--- src/rtl/e203_nice_udp_payload_loader_if.sv ---
// Bus bundle for the NICE UDP payload loader: NICE command/response, NICE ICB
// memory port and the payload stream towards the UDP TX path.
interface e203_nice_udp_payload_loader_if;
    logic        nice_req_valid;
    logic        nice_req_ready;
    logic [31:0] nice_req_inst;
    logic [31:0] nice_req_rs1;
    logic [31:0] nice_req_rs2;

    logic        nice_rsp_valid;
    logic        nice_rsp_ready;
    logic [31:0] nice_rsp_rdat;
    logic        nice_rsp_err;
    logic        nice_active;
    logic        nice_mem_holdup;

    logic        nice_icb_cmd_valid;
    logic        nice_icb_cmd_ready;
    logic [31:0] nice_icb_cmd_addr;
    logic        nice_icb_cmd_read;
    logic [31:0] nice_icb_cmd_wdata;
    logic [1:0]  nice_icb_cmd_size;

    logic        nice_icb_rsp_valid;
    logic [31:0] nice_icb_rsp_rdata;
    logic        nice_icb_rsp_err;
    logic        nice_icb_rsp_ready;

    logic        pl_valid;
    logic        pl_ready;
    logic [31:0] pl_data;
    logic        pl_last;
    logic [2:0]  pl_nbytes;

    // Loader side
    modport slave (
        input  nice_req_valid, nice_req_inst, nice_req_rs1, nice_req_rs2,
        output nice_req_ready,
        output nice_rsp_valid, nice_rsp_rdat, nice_rsp_err, nice_active, nice_mem_holdup,
        input  nice_rsp_ready,
        output nice_icb_cmd_valid, nice_icb_cmd_addr, nice_icb_cmd_read,
        output nice_icb_cmd_wdata, nice_icb_cmd_size,
        input  nice_icb_cmd_ready,
        input  nice_icb_rsp_valid, nice_icb_rsp_rdata, nice_icb_rsp_err,
        output nice_icb_rsp_ready,
        output pl_valid, pl_data, pl_last, pl_nbytes,
        input  pl_ready
    );

    // Core / memory / UDP TX side
    modport master (
        output nice_req_valid, nice_req_inst, nice_req_rs1, nice_req_rs2,
        input  nice_req_ready,
        input  nice_rsp_valid, nice_rsp_rdat, nice_rsp_err, nice_active, nice_mem_holdup,
        output nice_rsp_ready,
        input  nice_icb_cmd_valid, nice_icb_cmd_addr, nice_icb_cmd_read,
        input  nice_icb_cmd_wdata, nice_icb_cmd_size,
        output nice_icb_cmd_ready,
        output nice_icb_rsp_valid, nice_icb_rsp_rdata, nice_icb_rsp_err,
        input  nice_icb_rsp_ready,
        input  pl_valid, pl_data, pl_last, pl_nbytes,
        output pl_ready
    );
endinterface

--- src/rtl/e203_nice_udp_payload_loader.sv ---
// NICE custom3 "udp_send": reads a payload over the NICE ICB port one word at a
// time and streams it through a small FWFT FIFO to the UDP TX path.
module e203_nice_udp_payload_loader #(
    parameter int FIFO_DEPTH = 8,
    parameter int FIFO_AW    = 3,
    parameter int MAX_BYTES  = 1472,
    parameter int LEN_W      = 11
) (
    input  logic                                 nice_clk,
    input  logic                                 nice_rst_n,
    e203_nice_udp_payload_loader_if.slave        nice
);
    typedef enum logic [2:0] {IDLE, ISSUE, WAIT, DRAIN, RSP} state_t;

    localparam logic [FIFO_AW:0]  DEPTH_V = (FIFO_AW + 1)'(FIFO_DEPTH);
    localparam logic [LEN_W-1:0]  MAX_LEN = LEN_W'(MAX_BYTES);

    state_t state_reg, state_next;

    logic [31:0]      addr_reg;
    logic [LEN_W-1:0] len_reg, words_reg, rd_cnt_reg;
    logic             err_reg, outstanding_reg;

    // FIFO entry: {last, nbytes[2:0], data[31:0]}
    logic [35:0]        fifo_mem [FIFO_DEPTH];
    logic [FIFO_AW-1:0] wr_ptr_reg, rd_ptr_reg;
    logic [FIFO_AW:0]   fifo_cnt_reg;

    logic             is_udp_send, issue_ok, cmd_hs, rsp_hs;
    logic             fifo_push, fifo_pop, fifo_flush, fifo_full, fifo_empty, last_word;
    logic [LEN_W-1:0] len_clamped, words_calc, rd_cnt_inc;
    logic [2:0]       last_nbytes;
    logic [35:0]      push_entry, head_entry;
    logic             unused_inst_bits;

    assign is_udp_send = (nice.nice_req_inst[6:0] == 7'h7b)
                       && (nice.nice_req_inst[14:12] == 3'b010)
                       && (nice.nice_req_inst[31:25] == 7'b0000010);
    assign unused_inst_bits = ^{nice.nice_req_inst[24:15], nice.nice_req_inst[11:7]};

    assign len_clamped = (nice.nice_req_rs2 > 32'(MAX_BYTES)) ? MAX_LEN
                                                              : nice.nice_req_rs2[LEN_W-1:0];
    assign words_calc  = (len_clamped + LEN_W'(3)) >> 2;

    // Issue only when a returning word is guaranteed a FIFO slot.
    assign issue_ok  = (fifo_cnt_reg + {{FIFO_AW{1'b0}}, outstanding_reg}) < DEPTH_V;
    assign cmd_hs    = (state_reg == ISSUE) && issue_ok && nice.nice_icb_cmd_ready;
    assign rsp_hs    = (state_reg == RSP) && nice.nice_rsp_ready;

    assign rd_cnt_inc  = rd_cnt_reg + LEN_W'(1);
    assign last_word   = (rd_cnt_inc == words_reg);
    assign last_nbytes = (len_reg[1:0] == 2'b00) ? 3'd4 : {1'b0, len_reg[1:0]};
    assign push_entry  = {last_word, (last_word ? last_nbytes : 3'd4), nice.nice_icb_rsp_rdata};

    assign fifo_push  = (state_reg == WAIT) && nice.nice_icb_rsp_valid && !nice.nice_icb_rsp_err;
    assign fifo_empty = (fifo_cnt_reg == '0);
    assign fifo_full  = (fifo_cnt_reg == DEPTH_V);
    assign fifo_pop   = !fifo_empty && nice.pl_ready;
    assign fifo_flush = rsp_hs;
    assign head_entry = fifo_mem[rd_ptr_reg];

    always_ff @(posedge nice_clk or negedge nice_rst_n) begin
        if (!nice_rst_n) state_reg <= IDLE;
        else             state_reg <= state_next;
    end

    always_comb begin
        state_next              = state_reg;
        nice.nice_req_ready     = 1'b0;
        nice.nice_rsp_valid     = 1'b0;
        nice.nice_active        = 1'b1;
        nice.nice_mem_holdup    = 1'b0;
        nice.nice_icb_cmd_valid = 1'b0;
        case (state_reg)
            IDLE: begin
                nice.nice_req_ready = 1'b1;
                nice.nice_active    = 1'b0;
                if (nice.nice_req_valid) begin
                    if (!is_udp_send || (nice.nice_req_rs2 == 32'd0)) state_next = RSP;
                    else                                              state_next = ISSUE;
                end
            end
            ISSUE: begin
                nice.nice_mem_holdup    = 1'b1;
                nice.nice_icb_cmd_valid = issue_ok;
                if (cmd_hs) state_next = WAIT;
            end
            WAIT: begin
                nice.nice_mem_holdup = 1'b1;
                if (nice.nice_icb_rsp_valid) begin
                    if (nice.nice_icb_rsp_err) state_next = RSP;
                    else if (last_word)        state_next = DRAIN;
                    else                       state_next = ISSUE;
                end
            end
            DRAIN: begin
                if (fifo_empty) state_next = RSP;
            end
            RSP: begin
                nice.nice_rsp_valid = 1'b1;
                if (nice.nice_rsp_ready) state_next = IDLE;
            end
            default: state_next = IDLE;
        endcase
    end

    always_ff @(posedge nice_clk or negedge nice_rst_n) begin
        if (!nice_rst_n) begin
            addr_reg        <= '0;
            len_reg         <= '0;
            words_reg       <= '0;
            rd_cnt_reg      <= '0;
            err_reg         <= 1'b0;
            outstanding_reg <= 1'b0;
        end else begin
            case (state_reg)
                IDLE: begin
                    if (nice.nice_req_valid) begin
                        err_reg    <= !is_udp_send;
                        rd_cnt_reg <= '0;
                        if (is_udp_send) begin
                            addr_reg  <= nice.nice_req_rs1 & ~32'h3;
                            len_reg   <= len_clamped;
                            words_reg <= words_calc;
                        end
                    end
                end
                ISSUE: begin
                    if (cmd_hs) outstanding_reg <= 1'b1;
                end
                WAIT: begin
                    if (nice.nice_icb_rsp_valid) begin
                        outstanding_reg <= 1'b0;
                        if (nice.nice_icb_rsp_err) begin
                            err_reg <= 1'b1;
                        end else begin
                            rd_cnt_reg <= rd_cnt_inc;
                            addr_reg   <= addr_reg + 32'd4;
                        end
                    end
                end
                RSP: begin
                    if (nice.nice_rsp_ready) begin
                        err_reg    <= 1'b0;
                        rd_cnt_reg <= '0;
                        len_reg    <= '0;
                        words_reg  <= '0;
                    end
                end
                default: ;
            endcase
        end
    end

    // Payload FIFO control; a flush on response handshake discards leftovers of an aborted transfer.
    always_ff @(posedge nice_clk or negedge nice_rst_n) begin
        if (!nice_rst_n) begin
            wr_ptr_reg   <= '0;
            rd_ptr_reg   <= '0;
            fifo_cnt_reg <= '0;
        end else if (fifo_flush) begin
            wr_ptr_reg   <= '0;
            rd_ptr_reg   <= '0;
            fifo_cnt_reg <= '0;
        end else begin
            if (fifo_push) wr_ptr_reg <= wr_ptr_reg + FIFO_AW'(1);
            if (fifo_pop)  rd_ptr_reg <= rd_ptr_reg + FIFO_AW'(1);
            case ({fifo_push, fifo_pop})
                2'b10:   fifo_cnt_reg <= fifo_cnt_reg + (FIFO_AW + 1)'(1);
                2'b01:   fifo_cnt_reg <= fifo_cnt_reg - (FIFO_AW + 1)'(1);
                default: ;
            endcase
        end
    end

    always_ff @(posedge nice_clk) begin
        if (fifo_push) fifo_mem[wr_ptr_reg] <= push_entry;
    end

    assert property (@(posedge nice_clk) disable iff (!nice_rst_n) !(fifo_push && fifo_full));

    assign nice.nice_rsp_rdat      = 32'(rd_cnt_reg);
    assign nice.nice_rsp_err       = err_reg;
    assign nice.nice_icb_cmd_addr  = addr_reg;
    assign nice.nice_icb_cmd_read  = 1'b1;
    assign nice.nice_icb_cmd_wdata = 32'd0;
    assign nice.nice_icb_cmd_size  = 2'b10;
    assign nice.nice_icb_rsp_ready = 1'b1;

    assign nice.pl_valid  = !fifo_empty;
    assign nice.pl_data   = head_entry[31:0];
    assign nice.pl_nbytes = head_entry[34:32];
    assign nice.pl_last   = head_entry[35];
endmodule

--- src/flat_wrapper.sv ---
// flat-port wrapper written by rule: the top's interface ports become plain ports
module e203_nice_udp_payload_loader_flat 
#(
    parameter int FIFO_DEPTH = 8,
    parameter int FIFO_AW    = 3,
    parameter int MAX_BYTES  = 1472,
    parameter int LEN_W      = 11
)
  (nice_clk, nice_rst_n, nice_nice_req_valid, nice_nice_req_inst, nice_nice_req_rs1, nice_nice_req_rs2, nice_nice_req_ready, nice_nice_rsp_valid, nice_nice_rsp_rdat, nice_nice_rsp_err, nice_nice_active, nice_nice_mem_holdup, nice_nice_rsp_ready, nice_nice_icb_cmd_valid, nice_nice_icb_cmd_addr, nice_nice_icb_cmd_read, nice_nice_icb_cmd_wdata, nice_nice_icb_cmd_size, nice_nice_icb_cmd_ready, nice_nice_icb_rsp_valid, nice_nice_icb_rsp_rdata, nice_nice_icb_rsp_err, nice_nice_icb_rsp_ready, nice_pl_valid, nice_pl_data, nice_pl_last, nice_pl_nbytes, nice_pl_ready);
  e203_nice_udp_payload_loader_if nice_i ();
  input  logic nice_clk;
  input  logic nice_rst_n;
  input wire logic [$bits(nice_i.nice_req_valid)-1:0] nice_nice_req_valid;
  input wire logic [$bits(nice_i.nice_req_inst)-1:0] nice_nice_req_inst;
  input wire logic [$bits(nice_i.nice_req_rs1)-1:0] nice_nice_req_rs1;
  input wire logic [$bits(nice_i.nice_req_rs2)-1:0] nice_nice_req_rs2;
  output wire logic [$bits(nice_i.nice_req_ready)-1:0] nice_nice_req_ready;
  output wire logic [$bits(nice_i.nice_rsp_valid)-1:0] nice_nice_rsp_valid;
  output wire logic [$bits(nice_i.nice_rsp_rdat)-1:0] nice_nice_rsp_rdat;
  output wire logic [$bits(nice_i.nice_rsp_err)-1:0] nice_nice_rsp_err;
  output wire logic [$bits(nice_i.nice_active)-1:0] nice_nice_active;
  output wire logic [$bits(nice_i.nice_mem_holdup)-1:0] nice_nice_mem_holdup;
  input wire logic [$bits(nice_i.nice_rsp_ready)-1:0] nice_nice_rsp_ready;
  output wire logic [$bits(nice_i.nice_icb_cmd_valid)-1:0] nice_nice_icb_cmd_valid;
  output wire logic [$bits(nice_i.nice_icb_cmd_addr)-1:0] nice_nice_icb_cmd_addr;
  output wire logic [$bits(nice_i.nice_icb_cmd_read)-1:0] nice_nice_icb_cmd_read;
  output wire logic [$bits(nice_i.nice_icb_cmd_wdata)-1:0] nice_nice_icb_cmd_wdata;
  output wire logic [$bits(nice_i.nice_icb_cmd_size)-1:0] nice_nice_icb_cmd_size;
  input wire logic [$bits(nice_i.nice_icb_cmd_ready)-1:0] nice_nice_icb_cmd_ready;
  input wire logic [$bits(nice_i.nice_icb_rsp_valid)-1:0] nice_nice_icb_rsp_valid;
  input wire logic [$bits(nice_i.nice_icb_rsp_rdata)-1:0] nice_nice_icb_rsp_rdata;
  input wire logic [$bits(nice_i.nice_icb_rsp_err)-1:0] nice_nice_icb_rsp_err;
  output wire logic [$bits(nice_i.nice_icb_rsp_ready)-1:0] nice_nice_icb_rsp_ready;
  output wire logic [$bits(nice_i.pl_valid)-1:0] nice_pl_valid;
  output wire logic [$bits(nice_i.pl_data)-1:0] nice_pl_data;
  output wire logic [$bits(nice_i.pl_last)-1:0] nice_pl_last;
  output wire logic [$bits(nice_i.pl_nbytes)-1:0] nice_pl_nbytes;
  input wire logic [$bits(nice_i.pl_ready)-1:0] nice_pl_ready;
  assign nice_i.nice_req_valid = nice_nice_req_valid;
  assign nice_i.nice_req_inst = nice_nice_req_inst;
  assign nice_i.nice_req_rs1 = nice_nice_req_rs1;
  assign nice_i.nice_req_rs2 = nice_nice_req_rs2;
  assign nice_nice_req_ready = nice_i.nice_req_ready;
  assign nice_nice_rsp_valid = nice_i.nice_rsp_valid;
  assign nice_nice_rsp_rdat = nice_i.nice_rsp_rdat;
  assign nice_nice_rsp_err = nice_i.nice_rsp_err;
  assign nice_nice_active = nice_i.nice_active;
  assign nice_nice_mem_holdup = nice_i.nice_mem_holdup;
  assign nice_i.nice_rsp_ready = nice_nice_rsp_ready;
  assign nice_nice_icb_cmd_valid = nice_i.nice_icb_cmd_valid;
  assign nice_nice_icb_cmd_addr = nice_i.nice_icb_cmd_addr;
  assign nice_nice_icb_cmd_read = nice_i.nice_icb_cmd_read;
  assign nice_nice_icb_cmd_wdata = nice_i.nice_icb_cmd_wdata;
  assign nice_nice_icb_cmd_size = nice_i.nice_icb_cmd_size;
  assign nice_i.nice_icb_cmd_ready = nice_nice_icb_cmd_ready;
  assign nice_i.nice_icb_rsp_valid = nice_nice_icb_rsp_valid;
  assign nice_i.nice_icb_rsp_rdata = nice_nice_icb_rsp_rdata;
  assign nice_i.nice_icb_rsp_err = nice_nice_icb_rsp_err;
  assign nice_nice_icb_rsp_ready = nice_i.nice_icb_rsp_ready;
  assign nice_pl_valid = nice_i.pl_valid;
  assign nice_pl_data = nice_i.pl_data;
  assign nice_pl_last = nice_i.pl_last;
  assign nice_pl_nbytes = nice_i.pl_nbytes;
  assign nice_i.pl_ready = nice_pl_ready;
  e203_nice_udp_payload_loader #(.FIFO_DEPTH(FIFO_DEPTH), .FIFO_AW(FIFO_AW), .MAX_BYTES(MAX_BYTES), .LEN_W(LEN_W)) u_core (.nice_clk(nice_clk), .nice_rst_n(nice_rst_n), .nice(nice_i));
endmodule
--- config.mk ---
export PLATFORM = sky130hd
export DESIGN_NAME = e203_nice_udp_payload_loader_flat
export DESIGN_NICKNAME = d
export VERILOG_FILES = /design/src/rtl/e203_nice_udp_payload_loader_if.sv /design/src/rtl/e203_nice_udp_payload_loader.sv /design/src/flat_wrapper.sv
export SDC_FILE = /design/constraint.sdc
export NUM_CORES = 1
export LEC_CHECK = 0
export ABC_CLOCK_PERIOD_IN_PS = 14530
export BUFFER_PORTS_ARGS = -buffer_cell sky130_fd_sc_hd__buf_2
export CORE_ASPECT_RATIO = 1.4
export CORE_MARGIN = 1.5
export CORE_UTILIZATION = 45
export DETAILED_ROUTE_END_ITERATION = 7
export PLACE_DENSITY = 0.67
export SLEW_MARGIN = 20
export SYNTH_ARGS = -nofsm -noshare
export SYNTH_HDL_FRONTEND = slang
export SYNTH_SLANG_ARGS = --single-unit
--- constraint.sdc ---
create_clock -name nice_clk -period 14.53 [get_ports nice_clk]
set_clock_uncertainty 0.15 [all_clocks]
set_input_delay 1.453 -clock nice_clk [delete_from_list [all_inputs] [get_ports nice_clk]]
set_output_delay 1.453 -clock nice_clk [all_outputs]
set_load 0.02 [all_outputs]
# [Word-level counts from Yosys, hierarchy flattened]
# Memories as Yosys holds them, arrays and structs flattened.
# Cells that the tools add are included.
[word_totals] n_memories=1 register_bits=71 inputBits=136 word_cells=118 output_inout_bits=143 mem_bits_rw=288
[memory_table] name="u_core.fifo_mem" depth=8 word_bits=36 rd=1 rd_clocked_by_memory_dff=0 wr=1 line_no="e203_nice_udp_payload_loader.sv:25" source="logic [35:0] fifo_mem [FIFO_DEPTH];"
[classes] add_sub_neg=8 mux=49 magnitude_cmp=2 n_eq_ne=18 reduce_logical=30
[op_table] operator="two-way mux 32 bit" count=4
[op_table] operator="two-way mux 11 bit" count=7
[op_table] operator="one-hot mux 32 bit (2 select lines)" count=1
[op_table] operator="two-way mux 3 bit" count=13
[op_table] operator="one-hot mux 11 bit (3 select lines)" count=1
[op_table] operator="adder 32 x 3 -> 32 bit, second input constant" count=1
[op_table] operator="> comparator 32 x 11 -> 1 bit, second input constant" count=1
[op_table] operator="zero test 32 bit" count=1
[op_table] operator="one-hot mux 11 bit (2 select lines)" count=1
[op_table] operator="AND reduction 5 bit" count=4
[op_table] operator="one-hot mux 3 bit (5 select lines)" count=1
[op_table] operator="two-way mux 1 bit" count=13
[op_table] operator="adder 11 x 1 -> 11 bit, second input constant" count=1
[op_table] operator="adder 11 x 2 -> 11 bit, second input constant" count=1
[op_table] operator="== test 11 bit" count=1
[op_table] operator="!= test 2 bit, second input constant" count=5
[op_table] operator="nonzero test 2 bit" count=5
[op_table] operator="== test 3 x 2 -> 1 bit, second input constant" count=3
[op_table] operator="logical AND 1 bit" count=8
[op_table] operator="one-hot mux 4 bit (2 select lines)" count=1
[op_table] operator="== test 7 x 2 -> 1 bit, second input constant" count=1
[op_table] operator="== test 7 bit, second input constant" count=1
[op_table] operator="adder 3 x 1 -> 3 bit, second input constant" count=2
[op_table] operator="two-way mux 2 bit" count=3
[op_table] operator="other kinds (22)" count=27

# [Longest topological paths before layout]
[depth] depth_word=8 mapped_depth=12 depth_no_buf=10

# [Least setup slack after synthesis]
# OpenSTA, ideal clock, no wires.
[synth_timing] kind="input port to flip-flop" start="input nice_nice_icb_rsp_valid" end="memory u_core.fifo_mem[2][0], enable pin" t_required_ns=13.848 path_stages=4 n_path_buf=0 arrival_ns=5.766 setup_time_ns=0.532 path_slack_ns=8.082 path_cell_list="nand3b_1 -> nor3_1 -> inv_2 -> nor4b_1"
[synth_between] elab_chain_len=4
[synth_lines] item="start, declared" line_no="flat_wrapper.sv:30" source="input wire logic [$bits(nice_i.nice_icb_rsp_valid)-1:0] nice_nice_icb_rsp_valid;"
[synth_lines] item="logical AND 1 bit (2 in series)" line_no="e203_nice_udp_payload_loader.sv:55" source="assign fifo_push = (state_reg == WAIT) && nice.nice_icb_rsp_valid && !nice.nice_icb_rsp_err;"
[synth_lines] item="two-way mux 1 bit" line_no="e203_nice_udp_payload_loader.sv:177" source="if (fifo_push) fifo_mem[wr_ptr_reg] <= push_entry;"
[synth_lines] item="two-way mux 1 bit (implied by the code)" line_no="e203_nice_udp_payload_loader.sv:177"
[synth_lines] item="end, declared" line_no="e203_nice_udp_payload_loader.sv:25"
# Every way passes these cells.

# [Final worst setup path]
[layout_timing] start="register u_core.rd_ptr_reg[0]" end="output nice_pl_data[13]"
[layout_between] elab_chain_len=1
[layout_lines] item="start, declared" line_no="e203_nice_udp_payload_loader.sv:26" source="logic [FIFO_AW-1:0] wr_ptr_reg, rd_ptr_reg;"
[layout_lines] item="start signal, assigned" line_no="e203_nice_udp_payload_loader.sv:167" source="if (fifo_pop) rd_ptr_reg <= rd_ptr_reg + FIFO_AW'(1);"
[layout_lines] item="memory read (8 x 36 bit)"
[layout_lines] item="end, declared" line_no="flat_wrapper.sv:35" source="output wire logic [$bits(nice_i.pl_data)-1:0] nice_pl_data;"
# Every way passes these cells.

==> results.md <==
- The worst-case clock buffer depth is 3.
- The number of antenna violations at the first check in global routing is 1.
- The highest routed metal layer is met5.
- The clock root buffer is sky130_fd_sc_hd__clkbuf_16.
- The count of unresolved DRC violations after routing is 0.
- STA classifies the critical path startpoint as a flop.
- After clock tree synthesis, the clock-pin slew on the worst setup and hold paths is 0.06 ns.
- The register with the most flip-flops in the layout has 288 of them.
- The final global-route overflow total is 0.
- The number of synthesis warnings is 0.
- The final-layout fill cell count is 2837.
- The final layout contains routed wiring with a total length of 33330 um.
- The number of failing setup endpoints in the final timing report is 0.
- The buffers inserted during post-CTS setup optimization is 0.
- The number of hold violations in the final report was 0.
- The distinct cell type count after synthesis is 73.
- The HPWL reported at the end of detailed placement is 19810 um.
- The die covers 0.03590 mm^2.
- For this run, the leading register cell type out of synthesis is sky130_fd_sc_hd__edfxtp_1.
- The core box area is 0.03413 mm^2.
- The number of global-route vias before repair is 9333.
- The number of nets at the end of the flow is 1365.
- The aggregate global-route resource usage is 18.72%.
- The maximum number of pins on one net before global-route repair is 75.
- The required time of the critical path is 12.93 ns.
- The biggest area contributor in the post-synthesis netlist is sky130_fd_sc_hd__edfxtp_1.
- The layout cell share with drive strength beyond 1 is 32.26%.
- The post-route antenna net violation count is 0.
- For this block, wires on met1 add up to 12990 um.
- The TritonCTS clock tree is built.
- The power consumption is 2.078 mW.
- Data on the critical path arrives at its endpoint at 3.28 ns.
- Based on the critical path, the design can be clocked at up to 0.2047 GHz.
- The routed via count is 9201.
- The number of design-rule violations left by the first detailed-router iteration is 483.
- The critical path is of the reg -> out type.
- The number of slew-limit violations in the final report is 0.
- The floorplan has 80 rows.
- For the pin with the worst max-slew slack, the measured transition is 0.9930 ns.
- The flow ran to the end, and the final reports show no timing, DRC or antenna violations.
- Setup repair after global routing left no endpoint under its margin.
- The first-pass iteration count of the detailed router is 5.
- The antenna diode instance count is 0.
- The number of enable-type register cells in the synthesized netlist is 288.
- The number of clock buffers inserted by TritonCTS is 35.
- The synthesized design contains 355 register bits.
- The most common cell after layout, fill and taps aside is sky130_fd_sc_hd__edfxtp_1.
- The tree built by TritonCTS fans out to 355 sinks.
- In the layout the commonest cells are sky130_fd_sc_hd__edfxtp_1, sky130_fd_sc_hd__buf_2, sky130_fd_sc_hd__nand2_1.
- The leakage power of the design is 6.667 nW.
- The worst hold path was traced through 2 stages.
- From left edge to right edge, the die measures 160.6 um.
- By area the synthesized netlist is led by sky130_fd_sc_hd__edfxtp_1, sky130_fd_sc_hd__dfrtp_1, sky130_fd_sc_hd__mux4_2, sky130_fd_sc_hd__buf_4, sky130_fd_sc_hd__mux2_2.
- The insertion delay to the later sink of the worst-skew pair is 0.52 ns.
- STA classifies the critical path endpoint as an output port.
- For this design the top-level I/O count stands at 279.
- The top cell type by area accounts for 55.29% of the synthesized area.
- The clock period could shrink to 4.886 ns.
- At the end of routability-driven placement, the weighted congestion stood at 0.8289.
- Post-CTS repair changed the size of 0 cells.
- The worst IR drop on VDD is 0.00008667 V.
- A synthesized cell averages 15.40 um^2.
- The mean routed wirelength per cell is 19.64 um.
- The share of flip-flops with an asynchronous set or reset after synthesis is 18.87%.
- The total negative setup slack is 0 ns.
- Hold repair after CTS inserted 0 buffers.
- The worst slew slack as a fraction of its limit is 33.80%.
- The part of the cycle the worst path needs is 33.63%.
- The largest fanout of any net on the critical path is 50.
- The met3 layer wire length in the routed design is 1748 um.
- Counting cells, the worst reg-to-reg path comes to 11.
- Input and output buffers added on the ports amount to 202.
- The power density relative to cell area is 114.8 mW/mm^2.
- The post-synthesis cell count is 1016.
- The effective utilization at floorplan is 45.83%.
- The area growth from synthesis to final layout is 15.68%.
- The mapped netlist covers 0.01564 mm^2.
- The first global-routing pass estimated 51610 um of wire.
- Of the synthesized area, sequential elements account for 66.01%.
- The H-tree was split into 2 levels.
- The average via count per standard cell is 5.422.
- The number of max-cap violations is 0.
- The path type of the worst min-delay path is reg -> reg.
- The vertical die dimension is 223.6 um.
- The amount of wire on met2 after detailed routing is 17910 um.
[power by group]
part | switching, mW | leakage (nW) | internal [mW]
Clock | 0.371 | 0.540 | 0.535
Combinational | 0.0474 | 2.60 | 0.0226
Sequential | 0.00220 | 3.52 | 1.10
Total | 0.420 | 6.67 | 1.66
[kinds of logic (layout without fill, tap and decap cells)]
family / count (synthesis) / in the layout / share of synthesized area (%)
flip-flops: 355 / 355 / 66.01
AND/OR/NAND/NOR: 230 / 230 / 7.439
AO/OA/AOI/OAI: 160 / 160 / 6.415
buffers and inverters: 121 / 294 / 4.607
multiplexers: 113 / 113 / 13.29
XOR/XNOR: 27 / 27 / 1.512
adder cells (fa/ha/maj): 8 / 8 / 0.6879
other: 2 / 59 / 0.04801
[final cells by class]
type                    count  area, um^2  share of cell area, %
clock buffers              44       909.6                  5.027
inverters                  16       60.06                 0.3319
clock inverters            18       229.0                  1.265
multi-input cells         597        4862                  26.87
well taps                 451       564.3                  3.119
repair buffers            216        1136                  6.279
flip-flops and latches    355       10330                  57.11
[critical path, stage by stage (launching register included)]
cell and delay [ns]:
sky130_fd_sc_hd__dfrtp_4 0.75, sky130_fd_sc_hd__buf_4 0.84, sky130_fd_sc_hd__mux4_2 0.64, sky130_fd_sc_hd__mux2_2 0.30, sky130_fd_sc_hd__buf_2 0.16
[synth_stat cells, drive strengths merged (3+ instances only)]
| cell type | instances |
|---|---|
| a21o | 3 |
| a21oi | 53 |
| a22o | 4 |
| a2bb2oi | 9 |
| a31oi | 9 |
| and2 | 12 |
| and3 | 14 |
| and4 | 4 |
| buf | 82 |
| clkbuf | 23 |
| dfrtp | 67 |
| edfxtp | 288 |
| ha | 7 |
| inv | 16 |
| mux2 | 37 |
| mux2i | 4 |
| mux4 | 72 |
| nand2 | 74 |
| nand2b | 5 |
| nand3 | 27 |
| nand4 | 9 |
| nor2 | 43 |
| nor2b | 4 |
| nor3 | 15 |
| nor4 | 8 |
| o2111ai | 3 |
| o21ai | 43 |
| o22ai | 11 |
| o31ai | 4 |
| or3 | 3 |
| xnor2 | 11 |
| xor2 | 16 |
[layer usage]
layer  up-vias  GRT usage (%)
met5         -              0
met4         2          5.005
met3        50          3.111
met2       310          34.53
met1      4603          22.55
li1       4236              -
[worst paths after layout]
kind                                           start                           endpoint  slack [ns]
max in group asynchronous                 nice_rst_n               u_core.rd_ptr_reg[0]       12.54
worst min register to register   u_core.words_reg[0]                u_core.words_reg[0]        0.35
min in group asynchronous                 nice_rst_n  u_core.nice.nice_icb_cmd_addr[31]        0.98
worst max-delay path            u_core.rd_ptr_reg[0]                   nice_pl_data[13]        9.64
worst min-delay path             u_core.words_reg[0]                u_core.words_reg[0]        0.35
worst max register to register   u_core.state_reg[1]             u_core.fifo_cnt_reg[3]       11.39
[per-stage QoR]
step / instances / setup slack (ns) / utilization (%) / area (um^2) / hold WS [ns]
final: 1697 / 9.644 / 53.01 / 18090 / 0.3534
after global routing: 1697 / 9.375 / 53.01 / 18090 / 0.3898
after CTS: 1696 / 9.527 / 52.93 / 18070 / 0.3614
after detailed placement: 1634 / 10.09 / 49.60 / 16930 / 0.3476
after global placement: 1634 / 10.09 / 49.60 / 16930 / 0.3364
after floorplan: 1073 / 8.082 / - / 15860 / 0.3139
Power figures use the tool's default switching activity.
